===== src/rtl/xmul_accumulator_pkg.sv =====
// Shared definitions for the fake-multiplier accumulator: FSM encoding and
// the saturation detect used by the clamped adder.
package xmul_accumulator_pkg;

  typedef enum logic {
    ACCUM = 1'b0,
    FULL  = 1'b1
  } accState_t;

  // The top two bits of a one-bit-wider signed sum disagree exactly when
  // the true result does not fit the narrower destination.
  function automatic logic clampNeeded(input logic [1:0] topBits);
    return topBits[1] ^ topBits[0];
  endfunction

endpackage


===== src/rtl/xmul_accumulator_sat_add.sv =====
// Combinational signed add of a narrow addend into a wider accumulator,
// clamped to the accumulator range with an overflow indication.
module xmul_accumulator_sat_add
  import xmul_accumulator_pkg::*;
#(
  parameter int IN_W  = 8,
  parameter int OUT_W = 16
) (
  input  logic signed [OUT_W-1:0] accIn,
  input  logic signed [IN_W-1:0]  addend,
  output logic signed [OUT_W-1:0] sum,
  output logic                    ovf
);

  localparam logic signed [OUT_W-1:0] OUT_MAX = {1'b0, {(OUT_W-1){1'b1}}};
  localparam logic signed [OUT_W-1:0] OUT_MIN = {1'b1, {(OUT_W-1){1'b0}}};

  logic signed [OUT_W:0] wide;

  assign wide = {accIn[OUT_W-1], accIn} + {{(OUT_W+1-IN_W){addend[IN_W-1]}}, addend};
  assign ovf  = clampNeeded(wide[OUT_W -: 2]);
  assign sum  = ovf ? (wide[OUT_W] ? OUT_MIN : OUT_MAX) : wide[OUT_W-1:0];

endmodule


===== src/rtl/xmul_accumulator.sv =====
// Streaming saturating accumulator: sums VEC_LEN signed products per result,
// with valid/ready on both sides and a sticky per-vector saturation flag.
//
//   state | meaning
//   ACCUM | collecting products, no result held
//   FULL  | result held on out_sum/out_sat, out_valid=1
module xmul_accumulator
  import xmul_accumulator_pkg::*;
#(
  parameter int DATA_W  = 8,
  parameter int ACC_W   = 16,
  parameter int VEC_LEN = 9
) (
  input  logic                     clk,
  input  logic                     rst_n,
  input  logic                     flush,
  input  logic                     in_valid,
  output logic                     in_ready,
  input  logic signed [DATA_W-1:0] in_prod,
  output logic                     out_valid,
  input  logic                     out_ready,
  output logic signed [ACC_W-1:0]  out_sum,
  output logic                     out_sat
);

  localparam int CNT_W = (VEC_LEN > 1) ? $clog2(VEC_LEN) : 1;
  localparam logic [CNT_W-1:0] LAST_CNT = CNT_W'(VEC_LEN - 1);

  generate
    if (ACC_W < DATA_W) begin : gBadAccW
      $error("ACC_W must be >= DATA_W");
    end
    if (VEC_LEN < 1) begin : gBadVecLen
      $error("VEC_LEN must be >= 1");
    end
  endgenerate

  accState_t               state;
  logic [CNT_W-1:0]        cnt;
  logic signed [ACC_W-1:0] acc;
  logic signed [ACC_W-1:0] sumNext;
  logic                    satFlag;
  logic                    ovf;
  logic                    beatAccept;
  logic                    lastBeat;

  // Ready looks through to out_ready so a held result can be drained and a
  // new beat taken in the same cycle.
  assign in_ready   = (state == ACCUM) | out_ready;
  assign beatAccept = in_valid & in_ready;
  assign lastBeat   = (cnt == LAST_CNT);

  xmul_accumulator_sat_add #(
    .IN_W  (DATA_W),
    .OUT_W (ACC_W)
  ) uSatAdd (
    .accIn  (acc),
    .addend (in_prod),
    .sum    (sumNext),
    .ovf    (ovf)
  );

  always_ff @(posedge clk or negedge rst_n) begin
    if (!rst_n) begin
      state     <= ACCUM;
      out_valid <= 1'b0;
      out_sum   <= '0;
      out_sat   <= 1'b0;
      acc       <= '0;
      cnt       <= '0;
      satFlag   <= 1'b0;
    end else begin
      if (out_valid && out_ready) begin
        state     <= ACCUM;
        out_valid <= 1'b0;
      end
      // flush clears only the partial vector; a held result survives it
      if (flush) begin
        acc     <= '0;
        cnt     <= '0;
        satFlag <= 1'b0;
      end else if (beatAccept) begin
        if (lastBeat) begin
          out_sum   <= sumNext;
          out_sat   <= satFlag | ovf;
          out_valid <= 1'b1;
          state     <= FULL;
          acc       <= '0;
          cnt       <= '0;
          satFlag   <= 1'b0;
        end else begin
          acc     <= sumNext;
          cnt     <= cnt + CNT_W'(1);
          satFlag <= satFlag | ovf;
        end
      end
    end
  end

endmodule


===== config.mk =====
export PLATFORM = sky130hd
export DESIGN_NAME = xmul_accumulator
export DESIGN_NICKNAME = d
export VERILOG_FILES = /design/src/rtl/xmul_accumulator_pkg.sv /design/src/rtl/xmul_accumulator_sat_add.sv /design/src/rtl/xmul_accumulator.sv
export SDC_FILE = /design/constraint.sdc
export NUM_CORES = 1
export LEC_CHECK = 0
export ABC_AREA = 1
export ABC_CLOCK_PERIOD_IN_PS = 6200
export BUFFER_PORTS_ARGS = -buffer_cell sky130_fd_sc_hd__buf_2
export CORE_MARGIN = 1.5
export CORE_UTILIZATION = 60
export CTS_BUF_LIST = sky130_fd_sc_hd__clkbuf_8
export DETAILED_ROUTE_END_ITERATION = 10
export PLACE_DENSITY_LB_ADDON = 0.3
export SLEW_MARGIN = 40
export SYNTH_ARGS = -nofsm -noshare
export SYNTH_HDL_FRONTEND = slang
export SYNTH_SLANG_ARGS = --single-unit

===== constraint.sdc =====
create_clock -name clk -period 6.2 [get_ports clk]
set_clock_uncertainty 0.15 [all_clocks]
set_input_delay 1.24 -clock clk [delete_from_list [all_inputs] [get_ports clk]]
set_output_delay 1.24 -clock clk [all_outputs]
set_load 0.02 [all_outputs]

[Word level (Yosys, flattened, before mapping)]
Index checks and enable logic that the tools add are counted.
Storage, ports and cells
  logic and storage cells: 38
  bits of input ports: 13
  register bits after elaboration: 40
  output and inout bits: 19
Cells by class
  eq/ne operators: 1
  add/subtract/negate cells: 2
  bitwise operators: 6
  reductions and logical operators: 3
  muxes and demuxes: 19
Operator list (number)
  $mux 16: 5
  $add 16x8->17: 1
  $mux 4: 3
  $mux 1: 11
  $add 4x1->4 const B: 1
  $eq 4x4->1 const B: 1
  $reduce_and 3->1: 1
  $not 1->1: 2
  $or 1x1->1: 2
  $reduce_bool 2->1: 1
  $and 1x1->1: 1
  $logic_and 1x1->1: 1
  $xor 1x1->1: 1

[Logic depth before layout (Yosys ltp)]
  depth in word-level cells: 6
  gate-level depth with buffers: 15

[Modules after synthesis]
Synthesis repeated with hierarchy kept, for this count alone.
Second synthesis, totals
  cells, all modules: 405
  area, all modules: 3015.4 µm²
By module, submodules not included
  xmul_accumulator: cells an instance 211, seq. area each 1001.0 µm², area an instance 1861.8 µm², times used 1
  xmul_accumulator_sat_add: cells an instance 194, seq. area each 0.0 µm², area an instance 1153.6 µm², times used 1

[Least setup slack after synthesis]
Ideal clock, no wire load.
  path kind: input to register
  from: input port in_prod[0]
  to: register out_sat
  data required time: 5933 ps
  cell stages on the path: 15
  arrival: 2792 ps
  slack: 3141 ps
  library setup time: 117 ps
  path buffers: 1
  cell sequence: ha_1 > fa_1 > nand2_1 > nand2_1 > nand3_1 > nand2_2 > nand2_2 > nand2_1 > nand2_1 > nand2_2 > nand2_4 > buf_6 > nand3_2 > nand2_1 > nand2_1
On the way
  cells in the longest elaborated chain, start to end: 3
Ends and longest elaborated chain
  from (decl): RTL line xmul_accumulator.sv:19  | input logic signed [DATA_W-1:0] in_prod,
  $add 16x8->17: RTL line xmul_accumulator_sat_add.sv:20  | assign wide = {accIn[OUT_W-1], accIn} + {{(OUT_W+1-IN_W){addend[IN_W-1]}}, addend};
  $xor 1x1->1: RTL line xmul_accumulator_pkg.sv:13  | return topBits[1] ^ topBits[0];
  $or 1x1->1: RTL line xmul_accumulator.sv:85  | out_sat <= satFlag | ovf;
  to (signal assigned): RTL line xmul_accumulator.sv:85
  to (decl): RTL line xmul_accumulator.sv:23  | output logic out_sat
No other way between the ends.
A chain may end at the register's enable or synchronous reset.

[Worst setup path after layout]
  from: input port in_prod[0]
  to: register out_sum[11]
On the way
  cells in the longest elaborated chain, start to end: 3
  elaborated cells on any way between the ends: 4
  classes of those cells: 1 x add/sub; 2 x mux; 1 x bitwise
Ends and longest elaborated chain
  $add 16x8->17 (*): RTL line xmul_accumulator_sat_add.sv:20
  $mux 16 / $xor 1x1->1 (equally long branches): RTL line xmul_accumulator_sat_add.sv:22, xmul_accumulator_pkg.sv:13
  $mux 16 (*): RTL line xmul_accumulator_sat_add.sv:22  | assign sum = ovf ? (wide[OUT_W] ? OUT_MIN : OUT_MAX) : wide[OUT_W-1:0];
  to (signal assigned): RTL line xmul_accumulator.sv:84  | out_sum <= sumNext;
  to (decl): RTL line xmul_accumulator.sv:22  | output logic signed [ACC_W-1:0] out_sum,
Every way passes the cells marked *; elsewhere a longest branch is shown, timed or not.

==> out/metrics.json <==
{
  "critical_path": {
    "setup.reg_to_reg.worst_slack_ns": 3.79,
    "r2r_end": "out_sum[11]",
    "worstSetupPathDepth": 14,
    "worst_r2r_path_depth": 13,
    "cp_slowest_cell": "sky130_fd_sc_hd__fa_1",
    "cpMostUsedCell": "sky130_fd_sc_hd__nand2_1",
    "worst-endpoint-arrival_ns": 3.17,
    "crit_path_end_kind": "flip-flop",
    "timing.rr.start": "acc[0]",
    "worstSetupStartpoint": "in_prod[0]",
    "worstPathCellList": "buf_2 -> ha_1 -> fa_1 -> nand2_1 -> nand2_1 -> nand3_1 -> nand2_2 -> nand2_2 -> nand3_1 -> nand2_2 -> nand2_4 -> a21oi_1 -> nand2_1 -> nand2_1",
    "timing.critical_path.from_type": "primary input",
    "worstSetupEndpoint": "out_sum[11]",
    "critPathKind": "in2reg",
    "critical-path-top-delay-family": "simple AND/OR/NAND/NOR gates",
    "timing.critical_path.buf_inv": 1,
    "worst-path-max-fanout": 16,
    "critical_path_required_ns": 6.29,
    "critical_path.max_stage_delay_ns": 0.42
  },
  "pwr": {
    "switching_share_pct": 42.5,
    "ir_worst_vdd_v": 0.000160,
    "power.share.combinational_pct": 43.9,
    "p_int_mw": 0.496,
    "total_power_divided_by_cell_area_nw_per_um2": 292,
    "net_switching_mw": 0.367,
    "sequentialPowerShare_pct": 36.1,
    "static-leakage-power_nw": 1.80,
    "relative_contribution_of_the_clock_network_to_total_power_pct": 20.0
  },
  "synthesis": {
    "syn_avg_cell_area_um2": 6.88,
    "synth_largest_type_area_fraction_pct": 37.6,
    "dominantRegCellSynth": "sky130_fd_sc_hd__dfrtp_1",
    "synth_edf_count": 0,
    "yosysWarnings": 0,
    "yosys.cell_types.count": 26,
    "ys_async_sr_fraction_pct": 100,
    "netlist_instances": 387,
    "ys_top_cells_by_count": "sky130_fd_sc_hd__nand2_1 (201), sky130_fd_sc_hd__dfrtp_1 (40), sky130_fd_sc_hd__inv_1 (32)",
    "synth-seq-area-share_pct": 37.6,
    "postSynthNetCount": 419,
    "synth.top_cells.by_area": "sky130_fd_sc_hd__dfrtp_1 (38%), sky130_fd_sc_hd__nand2_1 (28%), sky130_fd_sc_hd__ha_1 (8.5%)",
    "ys_ff_latch": 40,
    "area_of_the_mapped_netlist_um2": 2660,
    "synth_most_common_cell": "sky130_fd_sc_hd__nand2_1",
    "synthDominantAreaCellType": "sky130_fd_sc_hd__dfrtp_1"
  },
  "cts": {
    "cts.reportedPaths.clkPinSlew_ns": 0.08,
    "clk_root_buffer_cell": "sky130_fd_sc_hd__clkbuf_8",
    "cts_inserted_buffers": 5,
    "holdBufCountCts": 0,
    "clock_sink_count": 40,
    "clk_latency_ns": 0.30,
    "post_cts_sizing_count": 0,
    "clock_path_buffers": 2,
    "h-tree-depth": 2,
    "cts_tree": "yes",
    "post-cts-setup-buffer-count": 0
  },
  "sta": {
    "report.final.hold_viol_count": 0,
    "timing.max_slew.rel_slack_pct": 55.0,
    "rsz0062_at_grt": "false",
    "tightestPinTransition_ns": 0.675,
    "final-setup-viol-count": 0,
    "post-route-period-util_pct": 49.8,
    "maxClockFrequency_mhz": 324,
    "report.final.slew_viol_count": 0,
    "finalCriticalPeriod_ns": 3.09,
    "timing.setup.tns_ns": 0
  },
  "drt": {
    "count_of_unresolved_drc_violations_after_routing": 0,
    "firstDrtPassIters": 4,
    "routed_length_per_placed_instance_um": 12.3,
    "routed_wirelength_mm": 5.84,
    "dr_total_vias": 2429,
    "first_iter_violations": 128,
    "route.detailed.vias_per_inst": 5.14,
    "route.antenna.remaining_nets": 0
  },
  "layout": {
    "areaGrowthSynthToFinish_pct": 10.9,
    "num-nets-final": 452,
    "design_area_um2": 2950,
    "layout.filler_cells": 396,
    "drive_gt1_share_pct": 13.1,
    "antenna_cells": 0,
    "multiInputGateArea_um2": 1500,
    "layout.area.seq_um2": 1000
  },
  "job": {
    "timing.max_cap.violations": 0
  },
  "place": {
    "placement.cell_area_um2": 2860,
    "portBuffers": 31,
    "finalWeightedCongestion": 0.964,
    "dpl.hpwl_mm": 4.48
  },
  "floorplanning": {
    "fp-row-count": 24,
    "die_height_um": 69.6,
    "design.portCount": 32,
    "overall_die_area_um2": 4840,
    "core_area_um2": 4320,
    "chipWidth_um": 69.6,
    "floorplan.initialDensity_pct": 61.5
  },
  "global_route": {
    "gr-usage-all-layers_pct": 26.0,
    "grt_start_max_net_pins": 41,
    "antenna_violations_before_repair": 0,
    "gr-total-overflow": 0,
    "via_count_of_the_first_global_routing_pass": 2363,
    "grt_first_pass_wirelength_mm": 10.3
  },
  "worst_hold_path": {
    "worst_hold_path_type": "reg2reg"
  },
  "status": {
    "status": "finished clean"
  }
}
-- stage by stage --
step | hold WS, ns | std cells | setup slack (ns) | total power, mW | utilization, %
floorplan | 0.300 | 387 | 3.14 | 0.602 | -
global placement | 0.307 | 465 | 2.87 | 0.679 | 66.1
detailed placement | 0.314 | 465 | 2.82 | 0.689 | 66.2
CTS | 0.335 | 473 | 3.10 | 0.862 | 68.2
global route | 0.365 | 473 | 2.93 | 0.930 | 68.2
finish | 0.330 | 473 | 3.11 | 0.863 | 68.2
-- routing by layer --
metal  wire length [um]  global-route usage (%)  up-vias  part of all wire (%)
li1                   -                       -     1275                     -
met1               2860                    36.3     1093                    49
met2               2650                    41.9       52                    45
met3                256                    4.07        9                   4.4
met4                 76                    8.06        0                   1.3
met5                  0                       0        -                     0
-- cell usage in the layout, fill, tap and decap left out, types with 3 or more instances in the layout --
cell,instances
sky130_fd_sc_hd__xor2_1,8
sky130_fd_sc_hd__inv_2,4
sky130_fd_sc_hd__inv_1,33
sky130_fd_sc_hd__nand2_1,201
sky130_fd_sc_hd__ha_1,18
sky130_fd_sc_hd__o21ai_0,6
sky130_fd_sc_hd__nand3_1,12
sky130_fd_sc_hd__nand2_2,7
sky130_fd_sc_hd__nand3b_1,6
sky130_fd_sc_hd__buf_2,30
sky130_fd_sc_hd__nor2_1,14
sky130_fd_sc_hd__dfrtp_1,40
sky130_fd_sc_hd__clkbuf_8,5
sky130_fd_sc_hd__a21oi_1,16
sky130_fd_sc_hd__nor3_1,3
-- worst min-delay path by stage --
stage | from | endpoint | slack (ns) | cells past startpoint
final | out_sum[2] | out_sum[2] | 0.33 | 2
after global routing | acc[3] | acc[3] | 0.36 | 2
after CTS | out_sum[2] | out_sum[2] | 0.33 | 2
after detailed placement | out_sum[2] | out_sum[2] | 0.31 | 2
after global placement | out_sum[4] | out_sum[4] | 0.31 | 2
after floorplan | state | state | 0.30 | 2
-- cell families after synthesis --
logic type                 synth area share (%)
AOI/OAI and AO/OA                          4.94
and+or+nand+nor                            39.1
adders and majority gates                  9.22
buffers and inverters                      6.21
DFF                                        37.6
xor gates and xnor gates                   2.96
-- final cells by class --
cell class,instances,share of cell area [%]
multi-input cells,305,50.7
clock buffers,5,2.33
repair buffers,32,5.60
flip-flops and latches,40,33.9
well taps,52,2.21
clock inverters,3,0.679
inverters,36,4.58
-- registers in the layout (all words and copies together), names as in the netlist --
name	count
acc	16
out_sum	16
cnt	4
out_sat	1
out_valid	1
satFlag	1
state	1
-- worst register-to-register path: cells and delay by family (launching register included) --
family,cells,cell delay [ns]
AO/OA/AOI/OAI,1,0.21
adder cells (fa/ha/maj),2,0.63
flip-flops,1,0.38
AND/OR/NAND/NOR,10,1.00
-- power groups by stage --
stage                     registers, mW  clock network [mW]  logic, mW
after floorplan                   0.315                   0      0.287
after global placement            0.315                   0      0.365
after detailed placement          0.316                   0      0.374
after CTS                         0.311               0.175      0.377
after global routing              0.314               0.186      0.430
final                             0.311               0.173      0.379
Note: power is estimated with default switching activity, not from simulation.
